File: src/rtl/oam_dma_if.sv
// CPU-side register access and DMA bus signals of the OAM DMA controller.
// The controller uses the master view; the CPU/bus/OAM environment uses the slave view.
interface oam_dma_if;
  logic [15:0] a;
  logic        cpu_wr;
  logic [7:0]  d_in;
  logic [7:0]  ff46_q;
  logic        dma_active;
  logic        dma_rd;
  logic [15:0] dma_addr;
  logic [7:0]  dma_rdata;
  logic        oam_wr;
  logic [7:0]  oam_addr;
  logic [7:0]  oam_wdata;

  modport master (
    input  a, cpu_wr, d_in, dma_rdata,
    output ff46_q, dma_active, dma_rd, dma_addr, oam_wr, oam_addr, oam_wdata
  );

  modport slave (
    output a, cpu_wr, d_in, dma_rdata,
    input  ff46_q, dma_active, dma_rd, dma_addr, oam_wr, oam_addr, oam_wdata
  );
endinterface

File: src/rtl/oam_dma_ctrl.sv
// FF46 OAM DMA: latches a source page on a CPU write, then copies NBYTES bytes
// from {page,00h..} into OAM, one byte per SLOT_CLKS-clock slot.
module oam_dma_ctrl #(
  parameter int SLOT_CLKS = 4,
  parameter int NBYTES    = 160
) (
  input  logic     clk,
  input  logic     nreset,
  oam_dma_if.master bus
);
  localparam int             PW       = (SLOT_CLKS > 1) ? $clog2(SLOT_CLKS) : 1;
  localparam logic [PW-1:0]  LAST_PH  = PW'(SLOT_CLKS - 1);
  localparam logic [8:0]     LAST_IDX = 9'(NBYTES - 1);

  typedef enum logic [1:0] {IDLE, START, XFER, FLUSH} state_t;

  state_t        state_reg, state_next;
  logic [PW-1:0] phase_reg;
  logic [8:0]    idx_reg;
  logic [7:0]    ff46_reg;
  logic [7:0]    page_reg;
  logic          oam_wr_reg;
  logic [7:0]    oam_addr_reg;
  logic [7:0]    oam_wdata_reg;

  logic trigger;
  logic slot_end;
  logic capture;

  assign trigger  = bus.cpu_wr && (bus.a == 16'hFF46);
  assign slot_end = (phase_reg == LAST_PH);
  assign capture  = (state_reg == XFER) && slot_end;

  always_comb begin
    state_next = state_reg;
    if (trigger) begin
      state_next = START;
    end else begin
      case (state_reg)
        START:   if (slot_end) state_next = XFER;
        XFER:    if (slot_end && idx_reg == LAST_IDX) state_next = FLUSH;
        FLUSH:   if (slot_end) state_next = IDLE;
        default: state_next = state_reg;
      endcase
    end
  end

  always_ff @(posedge clk or negedge nreset) begin
    if (!nreset) state_reg <= IDLE;
    else         state_reg <= state_next;
  end

  // The OAM strobe register doubles as the write-pending mark: it is set by the
  // capture edge, so the write lands on phase 0 of the following slot, and a
  // restart clears it before it can be issued.
  always_ff @(posedge clk or negedge nreset) begin
    if (!nreset) begin
      phase_reg     <= '0;
      idx_reg       <= '0;
      ff46_reg      <= 8'hFF;
      page_reg      <= 8'h00;
      oam_wr_reg    <= 1'b0;
      oam_addr_reg  <= 8'h00;
      oam_wdata_reg <= 8'h00;
    end else begin
      oam_wr_reg <= 1'b0;
      if (trigger) begin
        ff46_reg  <= bus.d_in;
        page_reg  <= (bus.d_in >= 8'hE0) ? (bus.d_in & 8'hDF) : bus.d_in;
        phase_reg <= '0;
        idx_reg   <= '0;
      end else begin
        if (state_reg != IDLE)
          phase_reg <= slot_end ? '0 : phase_reg + 1'b1;
        if (capture) begin
          oam_wr_reg    <= 1'b1;
          oam_addr_reg  <= idx_reg[7:0];
          oam_wdata_reg <= bus.dma_rdata;
          if (idx_reg != LAST_IDX)
            idx_reg <= idx_reg + 9'd1;
        end
      end
    end
  end

  assign bus.ff46_q     = ff46_reg;
  assign bus.dma_active = (state_reg == XFER) || (state_reg == FLUSH);
  assign bus.dma_rd     = (state_reg == XFER);
  assign bus.dma_addr   = {page_reg, idx_reg[7:0]};
  assign bus.oam_wr     = oam_wr_reg;
  assign bus.oam_addr   = oam_addr_reg;
  assign bus.oam_wdata  = oam_wdata_reg;
endmodule

File: src/flat_wrapper.sv
// flat-port wrapper written by rule: the top's interface ports become plain ports
module oam_dma_ctrl_flat 
#(
  parameter int SLOT_CLKS = 4,
  parameter int NBYTES    = 160
)
  (clk, nreset, bus_a, bus_cpu_wr, bus_d_in, bus_dma_rdata, bus_ff46_q, bus_dma_active, bus_dma_rd, bus_dma_addr, bus_oam_wr, bus_oam_addr, bus_oam_wdata);
  oam_dma_if bus_i ();
  input  logic clk;
  input  logic nreset;
  input wire logic [$bits(bus_i.a)-1:0] bus_a;
  input wire logic [$bits(bus_i.cpu_wr)-1:0] bus_cpu_wr;
  input wire logic [$bits(bus_i.d_in)-1:0] bus_d_in;
  input wire logic [$bits(bus_i.dma_rdata)-1:0] bus_dma_rdata;
  output wire logic [$bits(bus_i.ff46_q)-1:0] bus_ff46_q;
  output wire logic [$bits(bus_i.dma_active)-1:0] bus_dma_active;
  output wire logic [$bits(bus_i.dma_rd)-1:0] bus_dma_rd;
  output wire logic [$bits(bus_i.dma_addr)-1:0] bus_dma_addr;
  output wire logic [$bits(bus_i.oam_wr)-1:0] bus_oam_wr;
  output wire logic [$bits(bus_i.oam_addr)-1:0] bus_oam_addr;
  output wire logic [$bits(bus_i.oam_wdata)-1:0] bus_oam_wdata;
  assign bus_i.a = bus_a;
  assign bus_i.cpu_wr = bus_cpu_wr;
  assign bus_i.d_in = bus_d_in;
  assign bus_i.dma_rdata = bus_dma_rdata;
  assign bus_ff46_q = bus_i.ff46_q;
  assign bus_dma_active = bus_i.dma_active;
  assign bus_dma_rd = bus_i.dma_rd;
  assign bus_dma_addr = bus_i.dma_addr;
  assign bus_oam_wr = bus_i.oam_wr;
  assign bus_oam_addr = bus_i.oam_addr;
  assign bus_oam_wdata = bus_i.oam_wdata;
  oam_dma_ctrl #(.SLOT_CLKS(SLOT_CLKS), .NBYTES(NBYTES)) u_core (.clk(clk), .nreset(nreset), .bus(bus_i));
endmodule
File: config.mk
export PLATFORM = sky130hd
export DESIGN_NAME = oam_dma_ctrl_flat
export DESIGN_NICKNAME = d
export VERILOG_FILES = /design/src/rtl/oam_dma_if.sv /design/src/rtl/oam_dma_ctrl.sv /design/src/flat_wrapper.sv
export SDC_FILE = /design/constraint.sdc
export NUM_CORES = 1
export LEC_CHECK = 0
export BUFFER_PORTS_ARGS = -buffer_cell sky130_fd_sc_hd__buf_2
export CAP_MARGIN = 25
export CORE_ASPECT_RATIO = 1.1
export CORE_MARGIN = 5
export CORE_UTILIZATION = 44
export CTS_CLUSTER_SIZE = 14
export DETAILED_ROUTE_END_ITERATION = 10
export PLACE_DENSITY = 0.76
export REMOVE_ABC_BUFFERS = 1
export SLEW_MARGIN = 25
export SYNTH_ARGS = -nofsm -noshare
export SYNTH_HDL_FRONTEND = slang
export SYNTH_SLANG_ARGS = --single-unit
File: constraint.sdc
create_clock -name clk -period 1.8 [get_ports clk]
set_input_delay 0.36 -clock clk [delete_from_list [all_inputs] [get_ports clk]]
set_output_delay 0.36 -clock clk [all_outputs]
set_load 0.05 [all_outputs]
==> impl_metrics.yaml <==
drt:
  dr_total_vias: 1451
  drt-initial-drc-count: 105
  drtPass1Iterations: 4
  ant_nets: 0
  vias_per_cell: 4.97
  wl_um: 4080
  post-route-drc-count: 0
  drt-wirelength-per-cell_um: 14.0
pwr:
  p_clk_frac: 0.249
  p_per_area_mw_per_mm2: 1160
  sw_frac_of_total: 0.389
  seq_power_share: 0.429
  leakage_nw: 1.32
  ir_worst_vdd_v: 0.000605
  comb_power_share: 0.322
  p_sw_mw: 1.18
  total_power_mw: 3.04
  internal_power_mw: 1.86
setup_path:
  worst-setup-path-type: "flip-flop to flip-flop"
  crit_path_start_kind: "flip-flop"
  critPathArrivalTime_ps: 1910
  cp_max_fo: 6
  timing.rr.start: "u_core.idx_reg[5]$_DFFE_PN0P_"
  crit_path_start: "u_core.idx_reg[5]$_DFFE_PN0P_"
  cp-end-kind: "flip-flop"
  crit_slowest_cell: "or4b_2"
  crit_family: "simple AND/OR/NAND/NOR gates"
  crit_buf_inv: 0
  path_cells: "or4b_2 -> o21ai_2 -> mux2i_1 -> nor2_1"
  max_stage_delay_ps: 770
  required_ps: 1990
cts:
  cts_tree: "done"
  cts_setup_buffers: 0
  clkTransAtPathRegs_ps: 80
  cts_buffer_depth: 2
  cts_hold_buffers: 0
  clkLatencyLatePin_ps: 300
  cts-resized-gates: 0
  root_buffer: "clkbuf_8"
  cts_max_level: 2
  cts_buffers: 5
  clock-sinks: 46
place:
  portBuffers: 77
  gp_congestion: 0.809
  dp_hpwl_um: 3050
final_layout:
  final_common_cell: "buf_2"
  drive_gt1_frac: 0.576
  antenna_cells: 0
  nNetsFinal: 272
  layout_common_cells: "77 x buf_2, 38 x dfrtp_1, 23 x mux2_2"
  largest_reg_flops: 9
  seqCellArea_sq_mm: 0.00116
  multi_input_area_sq_um: 795
  syn_to_final_growth_pct: 26.3
  fill_cells: 403
logic_synthesis:
  yosysWarningCount: 0
  yosys_most_used_dff: "dfrtp_1"
  synth-seq-cells: 46
  synthArstFlopShare: 1.00
  ys_types: 39
  syn_inst: 159
  syn_area_sq_mm: 0.00208
  yosysSeqAreaShare: 0.558
  avgSynthCellArea_sq_um: 13.1
  synth_edf_count: 0
flow_run:
  maxCapViolations: 0
sta:
  hold_viol: 0
  finalSetupViolCount: 0
  worst_pin_slew_ps: 328
  setup_tns_ps: 0
  period_share: 0.958
  period_minus_slack_ps: 1720
  max-slew-margin-rel: 0.780
  skew_ps: 4.63
  drv_slew: 0
  max_freq_mhz: 580
  rsz0062_at_grt: "no"
min_path:
  hold_class: "input pin to async pin"
die:
  num_io_pins: 78
  die_x_um: 75.6
  die_y_um: 82.1
  core_area_sq_mm: 0.00462
  dieArea_sq_mm: 0.00621
  placementRows: 26
  initial_utilization: 0.451
global_route:
  overflow: 0
  grt_pass1_vias: 1463
  grt_pass1_wl_um: 6540
  grt_max_degree: 47
  antenna_found_initial: 0
  grt_usage: 0.137
run_status:
  outcome: "finished clean"
-- cells by family (layout without fill, tap and decap cells) --
logic type | count (synthesis) | in the layout | synth area share
AOI/OAI and AO/OA | 14 | 14 | 0.0469
DFF | 46 | 46 | 0.558
and+or+nand+nor | 39 | 39 | 0.102
muxes | 34 | 34 | 0.199
adders and majority gates | 2 | 2 | 0.0120
buffers and inverters | 19 | 96 | 0.0619
xor gates and xnor gates | 5 | 5 | 0.0210
-- metal layers --
metal	routed length [um]	global-route usage	up-vias
li1	-	-	709
met1	1730	0.174	693
met2	1950	0.211	46
met3	355	0.0569	3
met4	35	0.0472	0
met5	0	0	-
-- power by group through the flow --
stage	Combinational (mW)	Sequential [mW]	Clock, mW
after floorplan	0.198	1.82	0
after global placement	0.977	1.32	0
after detailed placement	0.989	1.33	0
after CTS	0.990	1.31	0.791
after global routing	1.04	1.33	0.830
final	0.979	1.30	0.758
-- final cells by class --
cell class              count  share of cell area
flip-flops and latches     46               0.441
inverters                   3             0.00428
clock inverters             2              0.0143
repair buffers             85               0.184
well taps                  56              0.0266
multi-input cells          94               0.302
clock buffers               6              0.0276
-- per-stage QoR --
stage          utilization  hold WS (ps)  setup WS [ps]  cell area [sq um]  std cells
6_report             0.569          15.8           76.5               2630        292
5_1_grt              0.569          23.3           12.6               2630        292
4_1_cts              0.569          18.5           71.8               2630        292
3_5_place_dp         0.546           356           -124               2520        284
3_3_place_gp         0.546           358          -97.6               2520        284
2_1_floorplan            -          64.4           -832               1960        143
-- worst paths after layout --
path / to / cells past startpoint / slack [ps]
hold / removal: u_core.bus.oam_wdata[3]$_DFFE_PN0P_ / 2 / 20
hold reg to reg: u_core.bus.oam_addr[5]$_DFFE_PN0P_ / 1 / 510
max in group asynchronous: u_core.bus.ff46_q[3]$_DFFE_PN1N_ / 2 / 1500
setup / recovery: u_core.idx_reg[1]$_DFFE_PN0P_ / 4 / 80
setup reg to reg: u_core.idx_reg[1]$_DFFE_PN0P_ / 4 / 80
min in group clk: u_core.bus.oam_wdata[5]$_DFFE_PN0P_ / 2 / 290
-- worst register-to-register path: stages (launching register included) --
cell,delay (ps)
dfrtp_1,370
or4b_2,770
o21ai_2,220
mux2i_1,210
nor2_1,50
-- cell usage after synthesis, types with 2 or more instances --
library cell,count,area share
nand3_1,3,0.0072
buf_2,3,0.0072
mux2_2,23,0.12
dfrtp_1,38,0.46
a21oi_1,4,0.0096
nand4b_1,2,0.0084
nand2_1,5,0.0090
nor2_1,12,0.022
clkbuf_1,3,0.0054
ha_1,2,0.012
xnor2_1,3,0.013
mux2_4,9,0.065
nor3_1,6,0.014
xor2_1,2,0.0084
nand4_1,2,0.0060
inv_1,3,0.0054
buf_4,8,0.029
dfstp_2,8,0.10
mux2i_1,2,0.0096
o21ai_0,2,0.0048
Note: power is estimated with default switching activity, not from simulation.
